## src/rtl/viterbi_acs_unit.sv

```systemverilog
`default_nettype none
// ============================================================================
// Module   : viterbi_acs_unit
// Brief    : Add-compare-select stage for a K=3, rate-1/2 (7,5) Viterbi decoder.
//            Optional erasure input is enabled with the ACS_ERASURE_EN macro.
// Revision : 1.0 - initial release
// ============================================================================
module viterbi_acs_unit #(
    parameter int PM_W      = 6,
    parameter int INIT_PM   = 16,
    parameter int FRAME_LEN = 64
) (
    input  logic            clk,
    input  logic            rst_n,
    input  logic            in_valid,
    output logic            in_ready,
    input  logic [1:0]      rx_sym,
`ifdef ACS_ERASURE_EN
    input  logic [1:0]      in_erase,
`endif
    output logic            out_valid,
    input  logic            out_ready,
    output logic [3:0]      dec,
    output logic [1:0]      best_state,
    output logic [PM_W-1:0] best_pm,
    output logic            out_last
);

    localparam logic [PM_W-1:0]       c_init_pm  = PM_W'(INIT_PM);
    localparam logic [3:0][PM_W-1:0]  c_pm_reset = {c_init_pm, c_init_pm, c_init_pm, {PM_W{1'b0}}};
    localparam logic [15:0]           c_last_cnt = 16'(FRAME_LEN - 1);

    logic [3:0][PM_W-1:0] r_pm;
    logic [15:0]          r_cnt;

    logic [3:0][PM_W-1:0] w_cand0;
    logic [3:0][PM_W-1:0] w_cand1;
    logic [3:0][PM_W-1:0] w_sel;
    logic [3:0][PM_W-1:0] w_norm;
    logic [3:0]           w_dec;
    logic [1:0]           w_mask;
    logic                 w_all_hi;
    logic                 w_accept;
    logic                 w_frame_end;
    logic [1:0]           w_best_state;
    logic [PM_W-1:0]      w_best_pm;

`ifdef ACS_ERASURE_EN
    assign w_mask = in_erase;
`else
    assign w_mask = 2'b00;
`endif

    // Hamming distance of the unmasked bit positions, 0..2.
    function automatic logic [1:0] branch_metric(input logic [1:0] sym,
                                                 input logic [1:0] exp_sym,
                                                 input logic [1:0] mask);
        logic [1:0] x;
        x = (sym ^ exp_sym) & ~mask;
        return {x[1] & x[0], x[1] ^ x[0]};
    endfunction

    assign in_ready = !out_valid || out_ready;
    assign w_accept = in_valid && in_ready;

    // Next state ns = {u,b1}; predecessors are {b1,0} and {b1,1}.
    for (genvar ns = 0; ns < 4; ns++) begin : g_acs
        localparam int U  = ns / 2;
        localparam int B1 = ns % 2;
        localparam logic [1:0] c_exp0 = {1'(U ^ B1), 1'(U)};
        localparam logic [1:0] c_exp1 = {1'(U ^ B1 ^ 1), 1'(U ^ 1)};

        assign w_cand0[ns] = r_pm[2*B1]     + PM_W'(branch_metric(rx_sym, c_exp0, w_mask));
        assign w_cand1[ns] = r_pm[2*B1 + 1] + PM_W'(branch_metric(rx_sym, c_exp1, w_mask));
        assign w_dec[ns]   = w_cand1[ns] < w_cand0[ns];
        assign w_sel[ns]   = w_dec[ns] ? w_cand1[ns] : w_cand0[ns];
    end

    assign w_all_hi = w_sel[0][PM_W-1] & w_sel[1][PM_W-1] & w_sel[2][PM_W-1] & w_sel[3][PM_W-1];

    for (genvar i = 0; i < 4; i++) begin : g_norm
        assign w_norm[i] = w_all_hi ? {1'b0, w_sel[i][PM_W-2:0]} : w_sel[i];
    end

    // Strict less-than keeps the lowest index on ties.
    always_comb begin
        w_best_state = 2'd0;
        w_best_pm    = w_norm[0];
        for (int i = 1; i < 4; i++) begin
            if (w_norm[i] < w_best_pm) begin
                w_best_state = 2'(i);
                w_best_pm    = w_norm[i];
            end
        end
    end

    assign w_frame_end = (r_cnt == c_last_cnt);

    always_ff @(posedge clk) begin
        if (!rst_n) begin
            r_pm       <= c_pm_reset;
            r_cnt      <= 16'd0;
            out_valid  <= 1'b0;
            dec        <= 4'd0;
            best_state <= 2'd0;
            best_pm    <= {PM_W{1'b0}};
            out_last   <= 1'b0;
        end else if (w_accept) begin
            out_valid  <= 1'b1;
            dec        <= w_dec;
            best_state <= w_best_state;
            best_pm    <= w_best_pm;
            out_last   <= w_frame_end;
            if (w_frame_end) begin
                r_cnt <= 16'd0;
                r_pm  <= c_pm_reset;
            end else begin
                r_cnt <= r_cnt + 16'd1;
                r_pm  <= w_norm;
            end
        end else if (out_ready) begin
            out_valid <= 1'b0;
        end
    end

endmodule
`default_nettype wire

```

## config.mk

```make
export PLATFORM = sky130hd
export DESIGN_NAME = viterbi_acs_unit
export DESIGN_NICKNAME = d
export VERILOG_FILES = /design/src/rtl/viterbi_acs_unit.sv
export SDC_FILE = /design/constraint.sdc
export NUM_CORES = 1
export LEC_CHECK = 0
export BUFFER_PORTS_ARGS = -buffer_cell sky130_fd_sc_hd__buf_2
export CAP_MARGIN = 0
export CORE_ASPECT_RATIO = 1.25
export CORE_MARGIN = 4
export CORE_UTILIZATION = 40
export CTS_CLUSTER_DIAMETER = 50
export DETAILED_ROUTE_END_ITERATION = 16
export PLACE_DENSITY = 0.54
export SLEW_MARGIN = 20
export SYNTH_ARGS = -nofsm -noshare
export SYNTH_HDL_FRONTEND = slang
export SYNTH_SLANG_ARGS = --single-unit
```

## constraint.sdc

```tcl
create_clock -name clk -period 25.8 [get_ports clk]
set_clock_uncertainty 0.1 [all_clocks]
set_input_delay 2.58 -clock clk [delete_from_list [all_inputs] [get_ports clk]]
set_output_delay 2.58 -clock clk [all_outputs]
set_load 0.01 [all_outputs]
```

==> results.cfg <==
[synthesis]
synthArstFlopShare_pct = 0
synth_most_common_cell = ha_1
yosysWarnings = 0
synth-edff-count = 0
ys_seq_area_share_pct = 23.32
synth_cell_types = 62
synth_cells = 572
netlist_area_um2 = 4636
synth_flop_cell = dfxtp_1
synth_top_area_share_pct = 23.32
ys_top_cells_by_count = ha_1, dfxtp_1, nand2_1
synth_seq_cells = 54
syn_nets = 633
synth_area_leaders = dfxtp_1, ha_1, xnor2_1
yosys.area.top_type = dfxtp_1
avgSynthCellArea_um2 = 8.104

[floorplan]
io_pins = 21
initial_utilization_pct = 41.23
core_area_um2 = 11240
dieHeight_um = 128.4
die_width_um = 104.3
fp-row-count = 43
die-area_um2 = 13390

[timing]
tightest_slew_ns = 1.004
setup_viol_count_final = 0
fmax_mhz = 90.25
period_minus_slack_ns = 11.08
setup_tns_ns = 0
worst_slack_ns = 14.72
finalCritPeriodShare_pct = 42.95
slew_headroom_pct = 32.63
slew_viol_final = 0
hold_viol_final = 0
rsz0062_at_grt = no

[detailed_routing]
detail_route.wl_per_cell_um = 17.11
drt_first_pass_iters = 4
ant_nets = 0
wl_um = 12270
vias = 4033
drtIter0Drc = 189
routed_via_density = 5.625
drcViolationCount = 0

[cts]
ctsLongestPathBuffers = 2
clk_pin_slew_ns = 0.08
root_buffer = clkbuf_16
cts_tree = yes
holdBufCountCts = 0
cts.sinks = 54
numCtsBuffers = 5
cts.htree.levels = 2
post_cts_buffers = 0
ctsResizeCount = 0
worst_skew_pair.late_latency_ns = 0.30

[status]
run_status = finished, final reports clean

[critical_path]
slowest_stage = nor4_2
required_ns = 25.93
critPathCaptureType = register
critPathMaxFanout = 8
critPathKind = in -> reg
r2r_slack_ns = 17.19
critical_path.most_common_cell = ha_1
arrival_ns = 11.21
critPathMaxStageDelay_ns = 0.67
worstSetupStartpointType = primary input

[grt]
overflow = 0
grt_pass1_wl_um = 20360
grt_max_degree = 44
grt_util_all_layers_pct = 18.75
antenna_found_initial = 0
grt_pass1_vias = 4138

[cells_and_area]
synthToLayoutAreaGrowth_pct = 8.070
antenna_cells = 0
drive_gt1_share_pct = 8.419
nNetsFinal = 642

[power]
powerDensity_nw_per_um2 = 84.39
vdd_drop_max_uv = 44.10
finalPower_uw = 422.8
p_leak_nw = 2.134

[placement]
portBuffers = 20
gp_congestion = 0.9216
place_ws_ns = 14.46
hpwlAfterDp_um = 9679

[hold_path]
hp-class = reg -> reg

[flow_run]
max-cap-violations = 0
==> routing by layer <==
metal / share of wire (%) / wire length (um) / vias up / GRT usage, %
met5: 0 / 0 / - / 0
met2: 50 / 6191 / 81 / 34.98
met3: 2.7 / 334 / 40 / 2.358
met4: 5.9 / 726 / 0 / 11.03
li1: - / - / 2028 / -
met1: 41 / 5019 / 1884 / 20.33
==> final timing paths <==
kind,from,end,cells after the start
setup / recovery,rx_sym[0],best_pm[3]$_SDFFE_PN0P_,38
hold / removal,dec[0]$_SDFFE_PN0P_,dec[0]$_SDFFE_PN0P_,2
setup reg to reg,r_pm[1]$_SDFFE_PN0P_,best_pm[3]$_SDFFE_PN0P_,35
hold reg to reg,dec[0]$_SDFFE_PN0P_,dec[0]$_SDFFE_PN0P_,2
==> power breakdown <==
part | switching, mW | internal [mW]
logic | 0.144 | 0.0980
clock network | 0.0330 | 0.0464
registers | 0.00912 | 0.0921
==> worst max-delay path: cells and delay by family <==
| family | cells | cell delay (ns) |
|---|---|---|
| xor gates and xnor gates | 1 | 0.22 |
| AOI/OAI and AO/OA | 17 | 3.46 |
| muxes | 3 | 1.15 |
| buffers and inverters | 3 | 0.31 |
| adders and majority gates | 7 | 1.93 |
| and+or+nand+nor | 7 | 1.56 |
==> state kept, by name, indices dropped and copies added (netlist names) <==
name        flops
best_state      2
r_pm           24
best_pm         6
out_last        1
out_valid       1
r_cnt          16
dec             4
==> cell type report <==
type | count | area, um2
timing repair buffer | 23 | 122.6
multi-input combinational | 453 | 3299
inverter | 44 | 165.2
fill | 1126 | 6235
clock inverter | 3 | 47.55
clock buffer | 5 | 125.1
sequential | 54 | 1081
tap | 135 | 168.9
==> cell families (layout without fill, tap and decap cells) <==
logic type,count (synthesis),count (layout),synth area share [%]
multiplexers,24,24,5.668
flip-flops,54,54,23.32
AO/OA/AOI/OAI,135,135,20.38
adder cells (fa/ha/maj),55,55,14.84
buffers and inverters,65,75,5.560
AND/OR/NAND/NOR,189,189,20.78
XOR/XNOR,50,50,9.447
==> per-stage QoR <==
step                hold WS [ns]  util, %  std cells  area, um2
floorplan                 0.3664        -        572       4636
global placement          0.3554    43.00        709       4835
detailed placement        0.3598    43.02        709       4837
CTS                       0.3708    44.55        717       5010
global route              0.3990    44.55        717       5010
finish                    0.3645    44.55        717       5010
==> cell usage in the layout, fill, tap and decap left out, types with 4 or more instances in the layout <==
cell        n
o21ai_0    26
a21boi_0    5
inv_1      44
xnor2_1    29
a311oi_1    6
dfxtp_1    54
ha_1       55
nand2b_1   10
mux2_4      4
a31oi_1     4
nand3_1    17
and2_1     20
buf_2      20
clkbuf_16   5
o22ai_1     5
nor2b_1    20
a22oi_1    11
mux2i_1    18
o21ai_1     5
nand2_1    47
nand4_1     7
xor2_1     21
nand3b_1    6
and3_1      5
nor2_1     40
o211ai_1    4
a21o_1      8
a21oi_1    34
nor3_1      4
Power figures use the tool's default switching activity.
